## config.mk

```make
export PLATFORM = sky130hd
export DESIGN_NAME = volcado_registros_ctrl_flat
export DESIGN_NICKNAME = d
export VERILOG_FILES = /design/src/rtl/volcado_registros_ctrl_if.sv /design/src/rtl/volcado_registros_ctrl.sv /design/src/flat_wrapper.sv
export SDC_FILE = /design/constraint.sdc
export NUM_CORES = 1
export LEC_CHECK = 0
export BUFFER_PORTS_ARGS = -buffer_cell sky130_fd_sc_hd__buf_2
export CAP_MARGIN = 20
export CELL_PAD_IN_SITES_DETAIL_PLACEMENT = 1
export CELL_PAD_IN_SITES_GLOBAL_PLACEMENT = 2
export CORE_UTILIZATION = 33
export DETAILED_ROUTE_END_ITERATION = 8
export PLACE_DENSITY_LB_ADDON = 0.1
export SYNTH_ARGS = -nofsm -noshare
export SYNTH_HDL_FRONTEND = slang
export SYNTH_SLANG_ARGS = --single-unit
```

## constraint.sdc

```tcl
create_clock -name clk -period 2.64 [get_ports clk]
set_clock_uncertainty 0.1 [all_clocks]
set_input_delay 0.396 -clock clk [delete_from_list [all_inputs] [get_ports clk]]
set_output_delay 0.396 -clock clk [all_outputs]
set_load 0.005 [all_outputs]
```

## src/rtl/volcado_registros_ctrl_if.sv

```systemverilog
// Debug-dump bus: register-mux selector/data plus the byte stream to the UART transmitter.
//   selector  : mux selector driven by the dump controller
//   dato_mux  : 32-bit mux output, combinational from selector
//   tx_dato   : byte offered to the transmitter
//   tx_valido : tx_dato valid
//   tx_listo  : transmitter ready; a byte moves when tx_valido && tx_listo
interface volcado_registros_ctrl_if;
  logic [4:0]  selector;
  logic [31:0] dato_mux;
  logic [7:0]  tx_dato;
  logic        tx_valido;
  logic        tx_listo;

  modport master (
    output selector, tx_dato, tx_valido,
    input  dato_mux, tx_listo
  );

  modport slave (
    input  selector, tx_dato, tx_valido,
    output dato_mux, tx_listo
  );
endinterface

```

## src/rtl/volcado_registros_ctrl.sv

```systemverilog
// Debug-dump controller: walks registers 0..N_REGS-1 through the shared read mux,
// captures each word and serialises it as 4 bytes on a valid/ready byte stream.
//   clk, rst_n   : clock, async active-low reset
//   inicio       : start a dump (only honoured when idle)
//   abortar      : synchronous abort, returns to idle without a fin pulse
//   sel_externo  : pipeline selector, forwarded to the mux while idle
//   dbg          : selector/dato_mux and tx_dato/tx_valido/tx_listo bus
//   ocupado      : high whenever a dump is in progress
//   fin          : one-cycle pulse after the last byte of a complete dump
module volcado_registros_ctrl #(
  parameter int unsigned N_REGS      = 32,
  parameter bit          MSB_PRIMERO = 1'b1
) (
  input  logic                            clk,
  input  logic                            rst_n,
  input  logic                            inicio,
  input  logic                            abortar,
  input  logic [4:0]                      sel_externo,
  volcado_registros_ctrl_if.master        dbg,
  output logic                            ocupado,
  output logic                            fin
);

  localparam int unsigned IDX_W = 5;
  localparam int unsigned CNT_W = 2;
  localparam logic [IDX_W-1:0] ULT_IDX = IDX_W'(N_REGS - 1);
  localparam logic [CNT_W-1:0] ULT_BYTE = CNT_W'(3);

  typedef enum logic [1:0] {IDLE, CAPTURA, ENVIO, FIN} estado_e;

  estado_e          estado_q, estado_d;
  logic [IDX_W-1:0] indice_q, indice_d;
  logic [CNT_W-1:0] cnt_byte_q, cnt_byte_d;
  logic [31:0]      palabra_q, palabra_d;
  logic             tx_valido_q, tx_valido_d;
  logic             ocupado_q, ocupado_d;
  logic             fin_q, fin_d;
  logic             transferencia;

  assign transferencia = tx_valido_q && dbg.tx_listo;

  // The output byte is always the leading byte of the shift register.
  assign dbg.tx_dato   = MSB_PRIMERO ? palabra_q[31:24] : palabra_q[7:0];
  assign dbg.tx_valido = tx_valido_q;
  // Both mux sources are registered, so the selector only changes right after an edge.
  assign dbg.selector  = ocupado_q ? indice_q : sel_externo;
  assign ocupado       = ocupado_q;
  assign fin           = fin_q;

  // State and datapath registers
  always_ff @(posedge clk or negedge rst_n) begin
    if (!rst_n) begin
      estado_q    <= IDLE;
      indice_q    <= '0;
      cnt_byte_q  <= '0;
      palabra_q   <= '0;
      tx_valido_q <= 1'b0;
      ocupado_q   <= 1'b0;
      fin_q       <= 1'b0;
    end else begin
      estado_q    <= estado_d;
      indice_q    <= indice_d;
      cnt_byte_q  <= cnt_byte_d;
      palabra_q   <= palabra_d;
      tx_valido_q <= tx_valido_d;
      ocupado_q   <= ocupado_d;
      fin_q       <= fin_d;
    end
  end

  // Next-state and registered-output decode
  always_comb begin
    estado_d   = estado_q;
    indice_d   = indice_q;
    cnt_byte_d = cnt_byte_q;
    palabra_d  = palabra_q;

    case (estado_q)
      IDLE: begin
        if (inicio) begin
          estado_d   = CAPTURA;
          indice_d   = '0;
          cnt_byte_d = '0;
        end
      end
      CAPTURA: begin
        // selector has been stable for a full cycle, so the mux output is settled
        palabra_d = dbg.dato_mux;
        estado_d  = ENVIO;
      end
      ENVIO: begin
        if (transferencia) begin
          if (cnt_byte_q != ULT_BYTE) begin
            cnt_byte_d = cnt_byte_q + CNT_W'(1);
            palabra_d  = MSB_PRIMERO ? {palabra_q[23:0], 8'h00}
                                     : {8'h00, palabra_q[31:8]};
          end else if (indice_q != ULT_IDX) begin
            indice_d   = indice_q + IDX_W'(1);
            cnt_byte_d = '0;
            estado_d   = CAPTURA;
          end else begin
            estado_d = FIN;
          end
        end
      end
      FIN: begin
        estado_d = IDLE;
        indice_d = '0;
      end
      default: estado_d = IDLE;
    endcase

    // Abort overrides everything; in IDLE it also blocks a simultaneous inicio.
    if (abortar && (estado_q != IDLE)) begin
      estado_d   = IDLE;
      indice_d   = '0;
      cnt_byte_d = '0;
    end else if (abortar) begin
      estado_d   = IDLE;
      indice_d   = indice_q;
      cnt_byte_d = cnt_byte_q;
    end

    tx_valido_d = (estado_d == ENVIO);
    ocupado_d   = (estado_d != IDLE);
    fin_d       = (estado_d == FIN);
  end

endmodule

```

## src/flat_wrapper.sv

```systemverilog
// flat-port wrapper written by rule: the top's interface ports become plain ports
module volcado_registros_ctrl_flat 
#(
  parameter int unsigned N_REGS      = 32,
  parameter bit          MSB_PRIMERO = 1'b1
)
  (clk, rst_n, inicio, abortar, sel_externo, ocupado, fin, dbg_selector, dbg_tx_dato, dbg_tx_valido, dbg_dato_mux, dbg_tx_listo);
  volcado_registros_ctrl_if dbg_i ();
  input  logic clk;
  input  logic rst_n;
  input  logic inicio;
  input  logic abortar;
  input  logic [4:0] sel_externo;
  output logic ocupado;
  output logic fin;
  output wire logic [$bits(dbg_i.selector)-1:0] dbg_selector;
  output wire logic [$bits(dbg_i.tx_dato)-1:0] dbg_tx_dato;
  output wire logic [$bits(dbg_i.tx_valido)-1:0] dbg_tx_valido;
  input wire logic [$bits(dbg_i.dato_mux)-1:0] dbg_dato_mux;
  input wire logic [$bits(dbg_i.tx_listo)-1:0] dbg_tx_listo;
  assign dbg_selector = dbg_i.selector;
  assign dbg_tx_dato = dbg_i.tx_dato;
  assign dbg_tx_valido = dbg_i.tx_valido;
  assign dbg_i.dato_mux = dbg_dato_mux;
  assign dbg_i.tx_listo = dbg_tx_listo;
  volcado_registros_ctrl #(.N_REGS(N_REGS), .MSB_PRIMERO(MSB_PRIMERO)) u_core (.clk(clk), .rst_n(rst_n), .inicio(inicio), .abortar(abortar), .sel_externo(sel_externo), .dbg(dbg_i), .ocupado(ocupado), .fin(fin));
endmodule
```

==> flow_summary.ini, run 1 <==
[outcome]
run_status = finished, violations left
violations = DRC

[global_routing]
grt_first_pass_wirelength_um = 8450
grt_pass1_vias = 1808
antenna_found_initial = 0
track_usage = 0.152
grt_max_degree = 49
overflow = 0

[place]
io_buffers = 57
dp_hpwl_um = 3660
gp_congestion = 0.714
dpl.cell_count = 329

[setup_path]
r2r_setup_slack_ns = 0.59
worstSetupStartpointType = flop
arrival_ns = 2.13
r2r-start = u_core.indice_q[0]
r2r-end = u_core.cnt_byte_q[0]
critical_path_class = reg -> reg
end_kind = flop
reg2reg_depth = 7
worstPathRequired_ns = 2.72
cp_max_fo = 5

[floorplanning]
io_pins = 58
row_count = 29
core-area_um2 = 6420
die_height_um = 84.0
initial_utilization = 0.346
fp.dieArea_um2 = 7060
die_x_um = 84.0

[detailed_routing]
drc = 5
wl_met1_um = 2140
routed_wl_um = 4810
drtIter0Drc = 64
top_layer_used = met4
detail-route-antenna-nets = 0
wire_per_inst_um = 14.2
wl_met2_um = 2440
wl_met3_um = 172
dr.pass1.iters = 6
vias = 1670
vias_per_cell = 4.94

[logic_synthesis]
synthXorXnorAreaFrac = 0
synthSimpleGateAreaFrac = 0.114
avgSynthCellArea_um2 = 10.7
synth.area.top_cells = dfrtp_1, mux2i_1, a21oi_1, nor2_1, buf_4
synth_top_family_by_area = multiplexers
yosysTopAreaCellShare = 0.496
synth_compound_area_frac = 0.140
synth_top_area_cell = dfrtp_1
synth_fp_nets = 256
syn_inst = 208
synth_seq_cells = 44
yosysSeqAreaShare = 0.496
synth_cell_type_count = 35
ys_warn_count = 0
muxShareOfSynthArea = 0.154
synthAdderAreaFrac = 0.0338
netlist_area_um2 = 2220

[pwr]
power_mw = 2.89
powerDensity_nw_per_um2 = 1090
ir_worst_vdd_uv = 458
p_leak_nw = 1.23

[hold_path]
hold_path_end = u_core.palabra_q[2]
hp-class = in -> reg
min_path_cells = 2
hp-start = dbg_dato_mux[2]

[cts]
h-tree-depth = 2
cts_sinks = 44
clk_latency_ns = 0.30
cts-resized-gates = 0
cts_tree = done
clk_pin_slew_worst_paths_ns = 0.09
clk_path_buf_depth = 2
root_buffer = clkbuf_8
cts_buffers = 5
post_cts_buffers = 0

[sta]
relSlewSlack = 0.599
fin_hold_ws_ns = 0.212
max_freq_ghz = 0.487
hold_violations = 0
finalCritPeriodShare = 0.778
min_period_ns = 2.05
finalSetupViolations = 0
fin_setup_tns_ns = 0
grt_setup_unrepaired = false
worstMarginPinSlew_ns = 0.600
drv_slew = 0

[layout]
final_common_cell = buf_2
fillers = 749
layout-drive-gt1-share = 0.314
n_antenna_cell = 0
layout.cells.non_filler = 338
final_cell_mix = buf_2, dfrtp_1, nor2_1, mux2i_1, a21oi_1
areaGrowthSynthToFinish_pct = 19.0
fin_nets = 308

[flow_run]
cap_violations = 0
==> layout make-up <==
cell class,count,area (um^2),area share
Timing Repair Buffer,62,325,0.123
Multi-Input combinational cell,140,996,0.377
Sequential cell,44,1100,0.417
Tap cell,77,96.3,0.0365
Clock inverter,2,15.0,0.00568
Clock buffer,6,82.6,0.0313
Inverter,7,26.3,0.00994
==> timing repair <==
item / in CTS / in global routing
hold endpoints to repair: 15 / 0
hold buffers: 1 / 0
endpoints found under the setup margin: 0 / 0
==> registers in the layout, summed over array words and instances (netlist names) <==
| name | flops |
|---|---|
| u_core.palabra_q | 32 |
| u_core.ocupado | 1 |
| u_core.estado_q | 2 |
| u_core.dbg.tx_valido | 1 |
| u_core.indice_q | 5 |
| u_core.cnt_byte_q | 2 |
| u_core.fin | 1 |
==> per-stage QoR <==
stage	instance area [um^2]	utilization	setup slack, ns
5_1_grt	2640	0.411	0.488
3_5_place_dp	2530	0.395	0.608
6_report	2640	0.411	0.586
2_1_floorplan	2220	-	0.744
3_3_place_gp	2530	0.395	0.657
4_1_cts	2640	0.411	0.593
==> where the power goes <==
group,switching (mW),internal (mW),total (mW)
combinational,0.712,0.584,1.30
clock,0.242,0.212,0.454
sequential,0.171,0.968,1.14
total,1.12,1.76,2.89
==> layer usage <==
layer	up-vias	global-route usage
met3	5	0.0317
li1	820	-
met5	-	0
met4	0	0.0470
met2	30	0.269
met1	815	0.186
==> cells in the mapped netlist, drive strengths merged <==
cell and n:
a21boi 1, nand2b 3, mux2i 26, o211ai 1, nand3b 1, and3 2, clkbuf 1, a21oi 25
inv 7, nand3 1, a22o 8, or3 1, a311o 1, or2b 1, nor2 30, nand4 1
and2 1, nor3 2, ha 6, a22oi 1, o21ai 2, nand2 9, a31o 1, a21bo 1
dfrtp 44, buf 16, o2bb2ai 2, a31oi 1, nor2b 4, a32oi 1, mux2 7
==> kinds of logic (layout without fill, tap and decap cells) <==
group / count (synthesis) / after routing
muxes: 33 / 33
DFF: 44 / 44
buffers and inverters: 24 / 77
and+or+nand+nor: 56 / 56
AOI/OAI and AO/OA: 45 / 45
adders and majority gates: 6 / 6
==> worst max-delay path, stage by stage, from the launching register on <==
cell and delay [ns]:
dfrtp_1 0.43, ha_1 0.24, and3_1 0.20, ha_1 0.20, and3_1 0.18, o21ai_1 0.16, nand2_1 0.10, mux2_1 0.33
==> how the worst max path moves through the flow <==
stage / depth (start not counted) / start / slack [ns] / to
2_1_floorplan: 7 / u_core.indice_q[0] / 0.74 / u_core.cnt_byte_q[0]
3_3_place_gp: 7 / u_core.indice_q[0] / 0.66 / u_core.cnt_byte_q[0]
3_5_place_dp: 7 / u_core.indice_q[0] / 0.61 / u_core.cnt_byte_q[0]
4_1_cts: 7 / u_core.indice_q[0] / 0.59 / u_core.cnt_byte_q[0]
5_1_grt: 7 / u_core.indice_q[0] / 0.49 / u_core.cnt_byte_q[0]
6_report: 7 / u_core.indice_q[0] / 0.59 / u_core.cnt_byte_q[0]
No activity file was read; power rests on OpenSTA's default activity.
==> inputs of run 2 (changes only) <==
- clock period: 2.64 -> 2 ns (I/O delays scaled with it)
==> flow_summary.ini, run 2 (synthesized netlist as in run 1, its figures left out) <==
[detailed_routing]
drtIter0Drc = 75
detail-route-antenna-nets = 0
vias = 1696
dr.pass1.iters = 6
wire_per_inst_um = 14.8
vias_per_cell = 4.96
drc = 6
routed_wl_um = 5060

[floorplanning]
initial_utilization = 0.346
die_height_um = 84.0
fp.dieArea_um2 = 7060
core-area_um2 = 6420
die_x_um = 84.0
io_pins = 58
row_count = 29

[setup_path]
critical_path_class = reg -> reg
r2r-end = u_core.cnt_byte_q[0]
worstSetupStartpointType = flop
r2r_setup_slack_ns = 0.09
reg2reg_depth = 7
r2r-start = u_core.indice_q[0]
end_kind = flop
worstPathRequired_ns = 2.08
cp_max_fo = 3
arrival_ns = 1.99

[layout]
layout.cells.non_filler = 342
reg_top3 = u_core.palabra_q x32, u_core.indice_q x5
areaGrowthSynthToFinish_pct = 22.8
final_common_cell = buf_2
n_antenna_cell = 0
layout-drive-gt1-share = 0.343
largest_register = u_core.palabra_q
largest_register_ffs = 32
final_cell_mix = buf_2, dfrtp_1, nor2_1, mux2i_1, a21oi_1
fin_nets = 312

[sta]
drv_slew = 0
worstMarginPinSlew_ns = 0.589
grt_setup_unrepaired = false
hold_violations = 0
relSlewSlack = 0.606
max_freq_ghz = 0.524
finalSetupViolations = 0
min_period_ns = 1.91
fin_ws_ns = 0.0921
finalCritPeriodShare = 0.954

[hold_path]
min_path_cells = 2
hp-class = in -> reg
hold_path_end = u_core.palabra_q[1]
hp-start = dbg_dato_mux[1]

[pwr]
ir_worst_vdd_uv = 553
seqPwrFrac = 0.368
p_sw_mw = 1.52
p_comb_frac = 0.463
p_leak_nw = 1.26
p_int_mw = 2.53
p_sw_frac = 0.375
clockPowerShare = 0.169
powerDensity_nw_per_um2 = 1480

[place]
dp_hpwl_um = 3590
io_buffers = 57
post-place-ws_ns = -0.0158
gp_congestion = 0.746
dpl.cell_count = 330

[cts]
clk_path_buf_depth = 2
root_buffer = clkbuf_8
cts_buffers = 5
cts_tree = done
clk_pin_slew_worst_paths_ns = 0.09
h-tree-depth = 2
clk_latency_ns = 0.29
cts_sinks = 44

[global_routing]
overflow = 0
antenna_found_initial = 0
grt_max_degree = 49
grt_first_pass_wirelength_um = 8760
track_usage = 0.158
grt_pass1_vias = 1797

[outcome]
violations = DRC
run_status = finished, violations left

[flow_run]
cap_violations = 0
[run 2: final cells by class]
cell class / instances / area, um^2
Clock buffer: 6 / 72.6
Clock inverter: 2 / 35.0
Fill cell: 754 / 3690
Inverter: 7 / 26.3
Multi-Input combinational cell: 140 / 1020
Sequential cell: 44 / 1100
Tap cell: 77 / 96.3
Timing Repair Buffer: 66 / 380
[run 2: routing by layer]
layer  up-vias  global-route usage  wire [um]
li1        833                   -          -
met1       826               0.211       2360
met2        31               0.253       2470
met3         6              0.0356        162
met4         0              0.0486         63
met5         -                   0          0
[run 2: per-stage QoR]
step / instance area, um^2 / total power [mW] / utilization / setup TNS [ns] / hold slack [ns]
3_5_place_dp: 2570 / 3.39 / 0.400 / -0.0158 / 0.327
3_3_place_gp: 2570 / 3.34 / 0.400 / 0 / 0.327
5_1_grt: 2730 / 4.42 / 0.425 / 0 / 0.105
6_report: 2730 / 4.05 / 0.425 / 0 / 0.115
2_1_floorplan: 2220 / 2.89 / - / 0 / -0.0956
4_1_cts: 2700 / 4.09 / 0.420 / 0 / 0.106
[run 2: power by group through the flow]
stage | logic, mW | registers (mW) | clock network [mW]
2_1_floorplan | 1.42 | 1.46 | 0
3_5_place_dp | 1.87 | 1.52 | 0
3_3_place_gp | 1.83 | 1.51 | 0
4_1_cts | 1.88 | 1.50 | 0.706
6_report | 1.87 | 1.49 | 0.684
5_1_grt | 2.12 | 1.55 | 0.757
[run 2: critical path, cell delays in order (launching register included)]
cell and delay (ns):
dfrtp_1 0.39, ha_2 0.20, and3_1 0.19, ha_2 0.19, and3_4 0.18, o21ai_2 0.16, nand2_2 0.08, mux2_4 0.31
[run 2: what timing repair did]
action,CTS,global route
cloned,0,0
setup buffers,1,2
pin swaps,0,1
hold buffers,1,0
endpoints found under the setup margin,1,2
gates resized for setup,1,5
endpoints found under the hold margin,12,0
[run 2: how the worst max path moves through the flow]
stage                       startpoint              endpoint  slack (ns)  cells past startpoint
global route        u_core.indice_q[0]  u_core.cnt_byte_q[0]        0.01                      7
finish              u_core.indice_q[0]  u_core.cnt_byte_q[0]        0.09                      7
detailed placement  u_core.indice_q[1]  u_core.cnt_byte_q[0]       -0.02                      7
global placement    u_core.indice_q[1]  u_core.cnt_byte_q[0]        0.05                      7
floorplan           u_core.indice_q[0]  u_core.cnt_byte_q[0]        0.10                      7
CTS                 u_core.indice_q[0]  u_core.cnt_byte_q[0]        0.02                      7
==> inputs of run 3 (changes only) <==
==> constraint.sdc (replaced) <==
create_clock -name clk -period 2 [get_ports clk]
set_clock_uncertainty 0.1 [all_clocks]
set_input_delay 0.1 -clock clk [delete_from_list [all_inputs] [get_ports clk]]
set_output_delay 0.1 -clock clk [all_outputs]
set_load 0.005 [all_outputs]
==> flow_summary.ini, run 3 (synthesized netlist as in run 1, its figures left out) <==
[detailed_routing]
vias = 1742
drc = 6
detail-route-antenna-nets = 0
wire_per_inst_um = 14.6
drtIter0Drc = 67
routed_wl_um = 5160
dr.pass1.iters = 6
vias_per_cell = 4.92

[layout]
areaGrowthSynthToFinish_pct = 28.4
fillers = 738
layout-drive-gt1-share = 0.318
final_cell_mix = buf_2, dfrtp_1, nor2_1, mux2i_1, a21oi_1
final_common_cell = buf_2
largest_register_ffs = 32
multi_input_area_um2 = 1010
reg_top3 = u_core.palabra_q x32, u_core.indice_q x5
fin_nets = 324
fin_area_um2 = 2850
seqCellArea_um2 = 1100
largest_register = u_core.palabra_q
n_antenna_cell = 0

[sta]
relSlewSlack = 0.609
fin_setup_tns_ns = 0
fin_hold_ws_ns = -0.00363
min_period_ns = 1.93
hold_violations = 1
finalCritPeriodShare = 0.967
worstMarginPinSlew_ns = 0.586
finalSetupViolations = 0
max_freq_ghz = 0.517
drv_slew = 0

[global_routing]
grt_max_degree = 49
grt_pass1_vias = 1898
track_usage = 0.158
grt_first_pass_wirelength_um = 8710
antenna_found_initial = 0
overflow = 0

[pwr]
powerDensity_nw_per_um2 = 1430
p_sw_frac = 0.378
seqPwrFrac = 0.366
clockPowerShare = 0.175
p_sw_mw = 1.54
p_int_mw = 2.53
p_leak_nw = 1.31
p_comb_frac = 0.460
ir_worst_vdd_uv = 557

[cts]
root_buffer = clkbuf_8
cts_sinks = 44
clk_pin_slew_worst_paths_ns = 0.09
clk_latency_ns = 0.31
clk_path_buf_depth = 2
cts_buffers = 5
h-tree-depth = 2
cts_tree = done

[setup_path]
critical_path_class = reg -> reg
arrival_ns = 2.03
worstPathRequired_ns = 2.10
worstSetupStartpointType = flop
reg2reg_depth = 7
cp_max_fo = 3
r2r-start = u_core.indice_q[1]
end_kind = flop
r2r_setup_slack_ns = 0.07
r2r-end = u_core.cnt_byte_q[0]

[floorplanning]
fp.dieArea_um2 = 7060
die_x_um = 84.0
core-area_um2 = 6420
initial_utilization = 0.346
die_height_um = 84.0
row_count = 29
io_pins = 58

[place]
io_buffers = 57
gp_congestion = 0.766
postPlaceCellArea_um2 = 2570
dp_hpwl_um = 3550

[outcome]
run_status = finished, violations left
violations = DRC, hold timing

[hold_path]
hold_path_end = u_core.palabra_q[28]
min_path_cells = 3
hp-start = dbg_dato_mux[28]
hp-class = in -> reg

[flow_run]
cap_violations = 0
-- run 3: cell types whose count changed in the layout (fill, tap and decap cells not counted), sizes merged --
cell | previous run | this run
buf | 65 | 63
inv | 7 | 8
clkinvlp | 0 | 1
dlygate4sd3 | 1 | 15
clkinv | 1 | 0
clkbuf | 6 | 5
-- run 3: per-layer routing --
layer  global-route usage  part of all wire
met1                0.192              0.45
met2                0.273              0.51
met3               0.0277             0.031
met4               0.0705             0.017
met5                    0                 0
-- run 3: repair_timing --
| item | CTS | global route |
|---|---|---|
| gates resized for setup | 0 | 4 |
| setup endpoints to repair | 0 | 3 |
| hold endpoints to repair | 58 | 0 |
| hold buffers | 15 | 0 |
| setup buffers | 0 | 1 |
-- run 3: worst max path at each step --
stage	endpoint	startpoint	slack, ns
after floorplan	u_core.cnt_byte_q[0]	u_core.indice_q[0]	0.10
after global placement	u_core.cnt_byte_q[0]	u_core.indice_q[1]	0.05
final	u_core.cnt_byte_q[0]	u_core.indice_q[1]	0.07
after global routing	u_core.cnt_byte_q[0]	u_core.indice_q[1]	-0.02
after detailed placement	u_core.cnt_byte_q[0]	u_core.indice_q[1]	0.02
after CTS	u_core.cnt_byte_q[0]	u_core.indice_q[1]	0.003
-- run 3: layout make-up --
| type | count | area share |
|---|---|---|
| Tap cell | 77 | 0.0338 |
| Clock inverter | 3 | 0.0162 |
| Inverter | 7 | 0.00921 |
| Sequential cell | 44 | 0.386 |
| Timing Repair Buffer | 78 | 0.177 |
| Clock buffer | 5 | 0.0241 |
| Multi-Input combinational cell | 140 | 0.353 |
-- run 3: power by group through the flow --
stage | Sequential [mW] | Combinational [mW] | Clock [mW]
2_1_floorplan | 1.46 | 1.42 | 0
3_3_place_gp | 1.51 | 1.82 | 0
3_5_place_dp | 1.52 | 1.86 | 0
4_1_cts | 1.50 | 1.89 | 0.742
5_1_grt | 1.55 | 2.11 | 0.776
6_report | 1.49 | 1.87 | 0.712
-- run 3: worst max-delay path, stage by stage (launching register included) --
cell,delay [ns]
dfrtp_1,0.42
ha_2,0.19
and3_1,0.18
ha_2,0.18
and3_1,0.19
o21ai_2,0.17
nand2_2,0.08
mux2_1,0.32
-- run 3: stage by stage --
stage / std cells / utilization / power (mW) / hold WS (ns) / setup WS (ns)
after global routing: 354 / 0.444 / 4.43 / 0.0122 / -0.0167
after global placement: 330 / 0.400 / 3.34 / 0.125 / 0.0539
after detailed placement: 330 / 0.400 / 3.38 / 0.133 / 0.0208
final: 354 / 0.444 / 4.07 / -0.00363 / 0.0656
after floorplan: 208 / - / 2.89 / -0.296 / 0.104
after CTS: 353 / 0.441 / 4.13 / 0.00295 / 0.00296
